<file path="src/rtl/seven_segment_mux.sv">
// Time-multiplexed common-anode seven-segment driver: binary value in, sequential
// double-dabble to BCD, atomic commit to the display, then digit-by-digit scanning.
module seven_segment_mux #(
   parameter int DIGITS   = 4,
   parameter int VAL_W    = 14,
   parameter int SCAN_DIV = 131072
) (
   input  logic              clk,
   input  logic              rst_n,
   input  logic              load,
   input  logic [VAL_W-1:0]  value,
   input  logic [DIGITS-1:0] dp_in,
   input  logic              blank_lz,
   output logic              busy,
   output logic              overflow,
   output logic [6:0]        seg,
   output logic              dp,
   output logic [DIGITS-1:0] an
);

   function automatic logic [31:0] pow10(input int n);
      logic [31:0] r;
      r = 32'd1;
      for (int i = 0; i < n; i++) begin
         r = r * 32'd10;
      end
      return r;
   endfunction

   function automatic logic [6:0] glyph(input logic [3:0] d);
      case (d)
         4'd0:    glyph = 7'b1000000;
         4'd1:    glyph = 7'b1111001;
         4'd2:    glyph = 7'b0100100;
         4'd3:    glyph = 7'b0110000;
         4'd4:    glyph = 7'b0011001;
         4'd5:    glyph = 7'b0010010;
         4'd6:    glyph = 7'b0000010;
         4'd7:    glyph = 7'b1111000;
         4'd8:    glyph = 7'b0000000;
         4'd9:    glyph = 7'b0010000;
         default: glyph = 7'b1111111;
      endcase
   endfunction

   localparam int          BCD_W = 4 * DIGITS;
   localparam int          IDX_W = (DIGITS > 1) ? $clog2(DIGITS) : 1;
   localparam int          CNT_W = $clog2(SCAN_DIV);
   localparam int          BIT_W = $clog2(VAL_W + 1);
   localparam logic [31:0] LIMIT = pow10(DIGITS);

   localparam logic [6:0] SEG_BLANK = 7'b1111111;
   localparam logic [6:0] SEG_DASH  = 7'b0111111;

   // conversion state
   logic              busy_q,     busy_d;
   logic [BIT_W-1:0]  bit_cnt_q,  bit_cnt_d;
   logic [VAL_W-1:0]  bin_q,      bin_d;
   logic [BCD_W-1:0]  bcd_q,      bcd_d;
   logic [DIGITS-1:0] dp_cap_q,   dp_cap_d;
   logic              ovf_pend_q, ovf_pend_d;

   // committed display state
   logic [BCD_W-1:0]  disp_q,     disp_d;
   logic [DIGITS-1:0] disp_dp_q,  disp_dp_d;
   logic              ovf_q,      ovf_d;

   // scan state and registered pins
   logic [CNT_W-1:0]  scan_q,     scan_d;
   logic [IDX_W-1:0]  idx_q,      idx_d;
   logic [6:0]        seg_q,      seg_d;
   logic              dp_q,       dp_d;
   logic [DIGITS-1:0] an_q,       an_d;

   logic [BCD_W-1:0]  bcd_adj;
   logic [DIGITS:0]   hi_zero;
   logic [3:0]        cur_nib;
   logic              blank_sel;

   // Add 3 to every nibble of 5 or more so the following left shift carries correctly.
   always_comb begin
      bcd_adj = bcd_q;
      for (int i = 0; i < DIGITS; i++) begin
         if (bcd_q[4*i +: 4] >= 4'd5) begin
            bcd_adj[4*i +: 4] = bcd_q[4*i +: 4] + 4'd3;
         end else begin
            bcd_adj[4*i +: 4] = bcd_q[4*i +: 4];
         end
      end
   end

   // Capture, shift and commit sequencing of the converter.
   always_comb begin
      busy_d     = busy_q;
      bit_cnt_d  = bit_cnt_q;
      bin_d      = bin_q;
      bcd_d      = bcd_q;
      dp_cap_d   = dp_cap_q;
      ovf_pend_d = ovf_pend_q;
      disp_d     = disp_q;
      disp_dp_d  = disp_dp_q;
      ovf_d      = ovf_q;
      if (busy_q) begin
         if (bit_cnt_q == BIT_W'(VAL_W)) begin
            // every bit shifted in: publish result, dp and overflow on one edge
            disp_d    = bcd_q;
            disp_dp_d = dp_cap_q;
            ovf_d     = ovf_pend_q;
            busy_d    = 1'b0;
         end else begin
            bcd_d     = BCD_W'({bcd_adj, bin_q[VAL_W-1]});
            bin_d     = bin_q << 1;
            bit_cnt_d = bit_cnt_q + BIT_W'(1);
         end
      end else if (load) begin
         busy_d     = 1'b1;
         bit_cnt_d  = {BIT_W{1'b0}};
         bin_d      = value;
         bcd_d      = {BCD_W{1'b0}};
         dp_cap_d   = dp_in;
         ovf_pend_d = ({{(32-VAL_W){1'b0}}, value} >= LIMIT);
      end else begin
         busy_d = 1'b0;
      end
   end

   // Slot counter and digit index; index advances when the slot counter wraps.
   always_comb begin
      scan_d = scan_q;
      idx_d  = idx_q;
      if (scan_q == CNT_W'(SCAN_DIV - 1)) begin
         scan_d = {CNT_W{1'b0}};
         if (idx_q == IDX_W'(DIGITS - 1)) begin
            idx_d = {IDX_W{1'b0}};
         end else begin
            idx_d = idx_q + IDX_W'(1);
         end
      end else begin
         scan_d = scan_q + CNT_W'(1);
      end
   end

   // Glyph, decimal point and anode for the digit currently selected by idx.
   always_comb begin
      hi_zero[DIGITS] = 1'b1;
      for (int i = DIGITS - 1; i >= 0; i--) begin
         hi_zero[i] = hi_zero[i+1] && (disp_q[4*i +: 4] == 4'd0);
      end
      cur_nib   = disp_q[4*idx_q +: 4];
      blank_sel = blank_lz && (idx_q != IDX_W'(0)) && hi_zero[idx_q];
      an_d      = ~(DIGITS'(1) << idx_q);
      seg_d     = SEG_BLANK;
      dp_d      = 1'b1;
      if (ovf_q) begin
         seg_d = SEG_DASH;
         dp_d  = 1'b1;
      end else if (blank_sel) begin
         seg_d = SEG_BLANK;
         dp_d  = ~disp_dp_q[idx_q];
      end else begin
         seg_d = glyph(cur_nib);
         dp_d  = ~disp_dp_q[idx_q];
      end
   end

   // State register for converter, display and scan.
   always_ff @(posedge clk or negedge rst_n) begin
      if (!rst_n) begin
         busy_q     <= 1'b0;
         bit_cnt_q  <= {BIT_W{1'b0}};
         bin_q      <= {VAL_W{1'b0}};
         bcd_q      <= {BCD_W{1'b0}};
         dp_cap_q   <= {DIGITS{1'b0}};
         ovf_pend_q <= 1'b0;
         disp_q     <= {BCD_W{1'b0}};
         disp_dp_q  <= {DIGITS{1'b0}};
         ovf_q      <= 1'b0;
         scan_q     <= {CNT_W{1'b0}};
         idx_q      <= {IDX_W{1'b0}};
         seg_q      <= SEG_BLANK;
         dp_q       <= 1'b1;
         an_q       <= {DIGITS{1'b1}};
      end else begin
         busy_q     <= busy_d;
         bit_cnt_q  <= bit_cnt_d;
         bin_q      <= bin_d;
         bcd_q      <= bcd_d;
         dp_cap_q   <= dp_cap_d;
         ovf_pend_q <= ovf_pend_d;
         disp_q     <= disp_d;
         disp_dp_q  <= disp_dp_d;
         ovf_q      <= ovf_d;
         scan_q     <= scan_d;
         idx_q      <= idx_d;
         seg_q      <= seg_d;
         dp_q       <= dp_d;
         an_q       <= an_d;
      end
   end

   assign busy     = busy_q;
   assign overflow = ovf_q;
   assign seg      = seg_q;
   assign dp       = dp_q;
   assign an       = an_q;

endmodule

</file>
<file path="config.mk">
export PLATFORM = sky130hd
export DESIGN_NAME = seven_segment_mux
export DESIGN_NICKNAME = d
export VERILOG_FILES = /design/src/rtl/seven_segment_mux.sv
export SDC_FILE = /design/constraint.sdc
export NUM_CORES = 1
export LEC_CHECK = 0
export BUFFER_PORTS_ARGS = -buffer_cell sky130_fd_sc_hd__clkbuf_2
export CAP_MARGIN = 30
export CORE_ASPECT_RATIO = 1.5
export CORE_MARGIN = 2
export CORE_UTILIZATION = 55
export CTS_CLUSTER_SIZE = 40
export DETAILED_ROUTE_END_ITERATION = 8
export PLACE_DENSITY = 0.76
export RECOVER_POWER = 50
export SETUP_SLACK_MARGIN = 0.15
export SYNTH_ARGS = -nofsm -noshare
export SYNTH_HDL_FRONTEND = slang
export SYNTH_SLANG_ARGS = --single-unit
export TNS_END_PERCENT = 10
</file>
<file path="constraint.sdc">
create_clock -name clk -period 2.45 [get_ports clk]
set_clock_uncertainty 0.1 [all_clocks]
set_input_delay 0.245 -clock clk [delete_from_list [all_inputs] [get_ports clk]]
set_output_delay 0.245 -clock clk [all_outputs]
set_load 0.05 [all_outputs]
</file>
### Word level (Yosys, flattened, before mapping)

Memories as Yosys holds them, arrays and structs flattened.
Index checks and enable logic that the tools add are counted.

* memory bits (read-only): 112
* input bits: 22
* word-level logic and storage cells: 77
* memories: 1
* output and inout bits: 14
* bits in registers: 92

* equal/unequal tests: 4
* magnitude comparators: 7
* bitwise logic cells: 3
* shift-type cells: 2
* add/sub/neg operators: 7
* mux-type cells: 25
* reductions and logical operators: 14

Memories
* (name not given): words 16, width 7, rd ports 1, clocked after memory_dff 0, write ports 0, line 31 `case (d)`

Operators by type and width (count)
* 16-bit 2-to-1 mux: 3
* 14-bit 2-to-1 mux: 3
* 4-bit 2-to-1 mux: 6
* 17-bit by 1-bit adder with 17-bit output, second input constant: 1
* 17-bit == test, second input constant: 1
* 17-bit 2-to-1 mux: 1
* 4-bit by 3-bit >= comparator with 1-bit output, second input constant: 4
* 4-bit logical NOT: 4
* 16-bit by 5-bit variable part select with 4-bit output: 1
* 14-bit >= comparator, second input constant: 1
* 7-bit 2-to-1 mux: 2
* 4-bit by 2-bit adder with 4-bit output, second input constant: 3
* 1-bit 2-to-1 mux: 6
* 2-bit AND reduction: 3
* 1-bit logical AND: 5
* 4-bit by 1-bit adder with 4-bit output, second input constant: 1
* 1-bit binary-select mux with 2-bit select: 2
* 4-bit == test, second input constant: 1
* 2-bit by 4-bit < comparator with 1-bit output, second input constant: 1
* 4-bit inverter: 1
* 2-bit nonzero test: 2
* 1-bit by 2-bit left shift with 4-bit output, first input constant: 1
* 3-bit by 2-bit adder with 3-bit output, second input constant: 1
* 2-bit by 3-bit < comparator with 1-bit output, second input constant: 1
* other kinds (6): 7

### Depth between registers and ports, before layout

Gate-level depths: netlist (run 1).

* word-level depth: 9
* gate-level depth with buffers: 8
* gate-level depth less buffers: 7

### Least setup slack after synthesis (run 1)

OpenSTA, ideal clock, no wires.

* kind: flip-flop to flip-flop
* start point: register busy_q, in the netlist busy
* end point: register bcd_q[12]
* path slack: 0.592 ns
* clock period less this slack: 1.858 ns
* buffers on the path: 3
* arrival time: 1.663 ns
* required time: 2.255 ns
* stages on the path, launching flop included: 7
* setup time: 0.095 ns
* path through: dfrtp_1 > buf_2 > nand2b_1 > clkbuf_1 > clkbuf_1 > nand3_1 > o31ai_1

* longest elaborated chain between the ends: 2
* elaborated cells on any way between the ends: 4
* classes of those cells: eq/ne: 1; mux: 1; reduce/logical: 2

Ends and longest elaborated chain
* start, declared: line 56 `logic busy_q, busy_d;`
* start signal, assigned: line 184 `busy_q <= busy_d;`
* 2-bit != test (no line) / 2-bit nonzero test (equally long branches)
* 2-bit AND reduction (no line)
* end signal, assigned: line 172 `bcd_q <= {BCD_W{1'b0}};`
* end, declared: line 59 `logic [BCD_W-1:0] bcd_q, bcd_d;`

Several ways; a longest one is shown, not always the timed one.
A chain may end at the register's enable or synchronous reset.

### Worst setup path in the final report (run 1)

* start point: register idx_q[0]
* end point: register seg_q[5], in the netlist seg[5]

* longest elaborated chain between the ends: 5
* elaborated cells on any way between the ends: 9
* classes of those cells: shift: 1; mux: 4; reduce/logical: 3; memory: 1

Ends and longest elaborated chain
* start, declared: line 70 `logic [IDX_W-1:0] idx_q, idx_d;`
* start signal, assigned: line 179 `idx_q <= {IDX_W{1'b0}};`
* start signal, assigned: line 194 `idx_q <= idx_d;`
* branches (longest 3 deep; another with memory read 16 x 7 bit)
* 7-bit 2-to-1 mux *: line 157 `end else if (blank_sel) begin`
* 7-bit 2-to-1 mux *: line 154 `if (ovf_q) begin`
* via seg_d[5]: line 71 `logic [6:0] seg_q, seg_d;`
* end signal, assigned: line 195 `seg_q <= seg_d;`
* end, declared: line 71

Mark *: on every way through the listed nets, which the timed path passes. The select of a mux whose other input is x is not followed.

==> impl_metrics.py, run 1 <==
metrics = {
    "floorplan": {
        "io_pins": 36,
        "rows": 39,
        "die_y_microns": 113.5,
        "dieArea_sq_mm": 0.008740,
        "die_w_microns": 77,
        "core_area_sq_mm": 0.007710,
        "start_util": 0.5703,
    },
    "placement": {
        "dp_hpwl_mm": 6.041,
        "place.port_buffers": 35,
        "routabilityCongestion": 0.8306,
        "place_area_sq_mm": 0.004702,
    },
    "synthesis": {
        "syn_avg_cell_area_sq_um": 10.65,
        "async_flop_share": 1.000,
        "syn_area_sq_mm": 0.004397,
        "synth-seq-area-share": 0.5270,
        "ys_ff_latch": 92,
        "ys.flop_type": "dfrtp_1",
        "yosysWarnings": 0,
        "ys_types": 41,
        "synthCells": 413,
        "syn-num-nets": 456,
        "synth_edf_count": 0,
    },
    "finish": {
        "multiInputGateArea_sq_mm": 0.001913,
        "area_delta_synth_final_pct": 15.11,
        "design_area_sq_mm": 0.005061,
        "antenna_cells": 0,
        "regArea_sq_mm": 0.002317,
        "drive_gt1_frac": 0.2109,
        "fillerInstances": 613,
        "post-route-util": 0.6564,
        "fin_nets": 498,
    },
    "power": {
        "finalPower_mw": 5.972,
        "pwr-share-comb": 0.344,
        "vdd_drop_max_v": 0.0006876,
        "p_int_mw": 3.834,
        "switchingPower_mw": 2.138,
        "leakagePower_nw": 2.346,
        "p_per_area_mw_per_mm2": 1180,
        "netSwitchingFraction": 0.3580,
        "clockPowerShare": 0.251,
        "p_seq_frac": 0.405,
    },
    "critical_path": {
        "cp_slowest_cell": "mux4_2",
        "critPathArrivalTime_ps": 2270,
        "critPathKind": "reg -> reg",
        "cp_cell_sequence": "mux4_2 > clkinv_1 > ha_1 > nor2_1 > a211oi_1 > o21bai_1",
        "crit_fanout": 9,
        "critPathCaptureType": "flop",
        "start_kind": "flop",
        "required_ps": 2630,
        "cpPeakStageDelay_ps": 640,
    },
    "sta": {
        "drv_slew": 30,
        "report.final.setup_viol": 0,
        "period_needed_ps": 2089,
        "slew-limit-headroom": -0.1229,
        "period_share": 0.8528,
        "whs_ps": 7.047,
        "worstMarginPinSlew_ps": 1684,
        "fin_setup_tns_ps": 0,
        "hold_viol_final": 0,
        "rsz0062_at_grt": "no",
        "max_freq_ghz": 0.4786,
    },
    "clock_tree": {
        "clock-sinks": 92,
        "cts_inserted_buffers": 9,
        "clk_path_buf_depth": 2,
        "root_buffer": "clkbuf_16",
        "cts_tree": "done",
        "ctsResizeCount": 0,
        "h-tree-depth": 3,
        "worstSkewPairLatency_ps": 340,
        "path_clk_slew_ps": 70,
    },
    "global_routing": {
        "grt_overflow": 0,
        "antenna_found_initial": 0,
        "grt_pass1_wl_mm": 14.43,
        "grt_max_degree": 33,
        "track_usage": 0.2073,
        "grt_pass1_vias": 3220,
    },
    "route": {
        "drt_iter0_markers": 142,
        "avgViaCountPerCell": 5.596,
        "dr.pass1.iters": 4,
        "drc": 0,
        "via_count": 3145,
        "drt_wl_total_mm": 8.240,
        "drtAntennaViolNets": 0,
        "wl_per_cell_microns": 14.66,
    },
    "flow_run": {
        "cap_violations": 1,
    },
    "status": {
        "failed_checks": "capacitance limit, slew limit",
        "outcome": "finished with violations",
    },
    "hold_path": {
        "min_path_type": "in -> reg",
    },
}
[Yosys cell counts (11+ instances only)]
cell type	instances	area [sq um]
o21ai_0	30	150.1
a21oi_1	11	55.05
a22oi_1	12	90.09
ha_1	21	262.8
mux2_2	17	191.4
nand2_1	59	221.5
dfstp_2	12	315.3
clkbuf_1	12	45.04
nand3_1	21	105.1
dfrtp_1	80	2002
nor2_1	20	75.07
inv_1	20	75.07
xnor2_1	11	96.34
[sequential cells by signal, indices dropped and copies added, names as in the netlist]
name,flops
disp_dp_q,4
scan_q,17
bin_q,14
dp_cap_q,4
ovf_pend_q,1
dp,1
busy,1
bcd_q,16
an,4
disp_q,16
bit_cnt_q,4
seg,7
overflow,1
idx_q,2
[metal layers]
layer	GRT usage	routed length [microns]	vias to the layer above
li1	-	-	1526
met1	0.2384	3333	1528
met2	0.3614	4377	67
met3	0.04430	261	24
met4	0.1119	267	0
met5	0	0	-
[cells by family (layout without fill, tap and decap cells)]
group                      Yosys count  count (layout)  synth area share
xor gates and xnor gates            21              21           0.04183
and+or+nand+nor                    138             138            0.1480
adders and majority gates           21              21           0.05976
buffers and inverters               39              86           0.03785
DFF                                 92              92            0.5270
muxes                               23              23           0.07143
AOI/OAI and AO/OA                   79              79            0.1141
[layout make-up]
cell class / instances / share of cell area
clock buffer: 11 / 0.04796
clock inverter: 5 / 0.01632
inverter: 21 / 0.01557
multi-input combinational: 282 / 0.3780
sequential: 92 / 0.4578
tap: 102 / 0.02522
timing repair buffer: 49 / 0.05909
[placed cells by master (no fill, tap or decap), drive strengths merged, types with 2 or more instances in the layout]
master and count:
and3 2, o21ai 31, a31o 2, dfrtp 80
nand4 5, clkinv 3, nor2b 5, o31ai 6
inv 21, nand2b 6, dlygate4sd3 4, mux4 5
a22oi 12, xor2 10, bufinv 2, a21oi 11
mux2 17, buf 10, and4 3, nor3 6
o21bai 5, nor2 20, or3 3, nor4 7
xnor2 11, nand2 59, a32o 4, dfstp 12
ha 21, a211oi 4, clkbuf 46, nand3 22
[final timing paths]
check / startpoint / end / slack, ps / cells past startpoint
setup reg to reg: idx_q[0] / seg[5] / 360 / 6
max in group asynchronous: rst_n / bit_cnt_q[0] / 450 / 3
hold reg to reg: dp_cap_q[2] / dp_cap_q[2] / 380 / 2
min in group asynchronous: rst_n / scan_q[12] / 760 / 2
hold / removal: dp_in[0] / dp_cap_q[0] / 7 / 3
setup / recovery: idx_q[0] / seg[5] / 360 / 6
[critical path: cells and delay by family, from the launching register on]
family,cells,cell delay (ps)
compound gates,2,330
fa+ha+maj,1,180
buf+inv,1,120
flops,1,590
mux,1,640
simple gates,1,50
[through the flow]
step                      setup slack [ps]  instances
after global placement               429.0        542
after global routing                 90.82        562
after detailed placement             337.6        542
final                                360.5        562
after floorplan                      591.5        413
after CTS                            340.2        562
[power groups by stage]
stage	sequential (mW)	combinational [mW]	clock, mW
after floorplan	2.55	1.41	0
after global placement	2.42	1.96	0
after detailed placement	2.44	2.06	0
after CTS	2.42	2.08	1.52
after global routing	2.48	2.31	1.59
final	2.42	2.06	1.50
[repair_timing]
item                                   in CTS  in global routing
setup buffers                               0                  0
hold buffers                                4                  0
endpoints found under the hold margin      30                  0
Note: power is estimated with default switching activity, not from simulation.
==> run 2: changes to the inputs <==
- CORE_UTILIZATION: 55 -> 50
- PLACE_DENSITY: 0.76 -> 0.71
==> impl_metrics.py, run 2 (same netlist as run 1, synthesis figures left out) <==
metrics = {
    "clock_tree": {
        "cts_tree": "done",
        "cts_inserted_buffers": 9,
        "h-tree-depth": 3,
        "path_clk_slew_ps": 70,
        "root_buffer": "clkbuf_16",
        "clk_path_buf_depth": 2,
        "worstSkewPairLatency_ps": 340,
        "clock-sinks": 92,
        "cts_setup_buffers": 0,
    },
    "floorplan": {
        "start_util": 0.5194,
        "core_area_sq_mm": 0.008464,
        "die_y_microns": 118.9,
        "dieArea_sq_mm": 0.009575,
        "die_w_microns": 80.57,
        "rows": 41,
        "io_pins": 36,
    },
    "power": {
        "leakagePower_nw": 2.328,
        "p_per_area_mw_per_mm2": 1173,
        "vdd_drop_max_v": 0.0007453,
        "finalPower_mw": 5.903,
    },
    "finish": {
        "layout_common_cells": "80 x dfrtp_1, 59 x nand2_1, 35 x clkbuf_2, 30 x o21ai_0",
        "top_register": "scan_q",
        "finalNonFillerCells": 567,
        "area_delta_synth_final_pct": 14.43,
        "antenna_cells": 0,
        "final_common_cell": "dfrtp_1",
        "drive_gt1_frac": 0.2152,
        "largestRegisters": "scan_q (17), bcd_q (16), disp_q (16)",
        "fin_nets": 498,
        "largest_reg_flops": 17,
    },
    "route": {
        "drt_iter0_markers": 93,
        "drtAntennaViolNets": 0,
        "wl_per_cell_microns": 15.13,
        "drt_wl_total_mm": 8.576,
        "avgViaCountPerCell": 5.506,
        "drc": 0,
        "via_count": 3122,
        "dr.pass1.iters": 4,
    },
    "sta": {
        "max_freq_ghz": 0.4746,
        "rsz0062_at_grt": "no",
        "hold_viol_final": 0,
        "worstMarginPinSlew_ps": 925.0,
        "slew-limit-headroom": 0.3833,
        "fin_setup_tns_ps": 0,
        "period_needed_ps": 2107,
        "period_share": 0.8600,
        "drv_slew": 0,
        "report.final.setup_viol": 0,
    },
    "global_routing": {
        "track_usage": 0.1982,
        "grt_overflow": 0,
        "antenna_found_initial": 0,
        "grt_max_degree": 38,
        "grt_pass1_vias": 3230,
        "grt_pass1_wl_mm": 14.84,
    },
    "placement": {
        "dp.cells": 548,
        "dp_hpwl_mm": 5.978,
        "routabilityCongestion": 0.8387,
        "place.port_buffers": 35,
    },
    "hold_path": {
        "min_path_type": "in -> reg",
    },
    "critical_path": {
        "critPathArrivalTime_ps": 2270,
        "critPathKind": "reg -> reg",
        "crit_fanout": 9,
        "required_ps": 2610,
        "critPathCaptureType": "flop",
        "start_kind": "flop",
    },
    "status": {
        "outcome": "finished, final reports clean",
    },
    "flow_run": {
        "cap_violations": 0,
    },
}
## run 2: cell count changes in the layout (fill, tap and decap cells not counted), sizes merged
| cell | previous run | this run |
|---|---|---|
| clkbuf | 46 | 49 |
| bufinv | 2 | 1 |
| clkinvlp | 0 | 2 |
| buf | 10 | 8 |
| dlygate4sd3 | 4 | 3 |
| clkinv | 3 | 2 |
## run 2: worst max-delay path, cell delays in order (launching register included)
cell and delay [ps]:
dfrtp_1 600, mux4_2 630, clkinv_1 120, ha_1 250, nor2b_1 110, nor3_1 50
o21bai_1 160
## run 2: worst paths after layout
check                      slack [ps]           to   startpoint  depth (start not counted)
max in group asynchronous         510     bin_q[9]        rst_n                          3
max reg2reg                       340       seg[3]     idx_q[0]                          6
min in group asynchronous         460   scan_q[12]        rst_n                          2
min                                 5     bin_q[0]     value[0]                          3
max                               340       seg[3]     idx_q[0]                          6
min reg2reg                       370  dp_cap_q[3]  dp_cap_q[3]                          2
## run 2: area by class of cell
class | instances | area (sq um)
Inverter | 21 | 78.83
Tap cell | 107 | 133.9
Timing Repair Buffer | 49 | 276.5
Multi-Input combinational cell | 282 | 1913
Clock buffer | 11 | 252.7
Clock inverter | 5 | 58.81
Sequential cell | 92 | 2317
Fill cell | 701 | 3433
## run 2: metrics by stage
| stage | cell area, sq um | hold slack, ps | utilization | setup WS, ps |
|---|---|---|---|---|
| final | 5031 | 5.189 | 0.5944 | 343.0 |
| after global routing | 5031 | 12.56 | 0.5944 | 157.4 |
| after CTS | 5057 | 1.437 | 0.5975 | 325.6 |
| after detailed placement | 4716 | 142.4 | 0.5571 | 335.4 |
| after global placement | 4716 | 137.8 | 0.5571 | 428.8 |
| after floorplan | 4397 | -150.6 | - | 591.5 |
## run 2: timing repair
action	CTS	global route
endpoints found under the setup margin	0	0
hold buffers	3	0
endpoints found under the hold margin	33	0
resized for setup	0	0
## run 2: power by group
part,internal [mW],switching [mW],leakage (nW),total [mW]
Sequential,2.04,0.373,1.16,2.42
Clock,0.848,0.587,0.148,1.43
Combinational,0.864,1.19,1.02,2.05
## run 2: routing by layer
layer / part of all wire / vias to the layer above / track usage / wire length, microns
li1: - / 1535 / - / -
met3: 0.022 / 10 / 0.02727 / 191
met5: 0 / - / 0 / 0
met1: 0.41 / 1535 / 0.2312 / 3548
met4: 0.018 / 0 / 0.08792 / 157
met2: 0.55 / 42 / 0.3536 / 4679
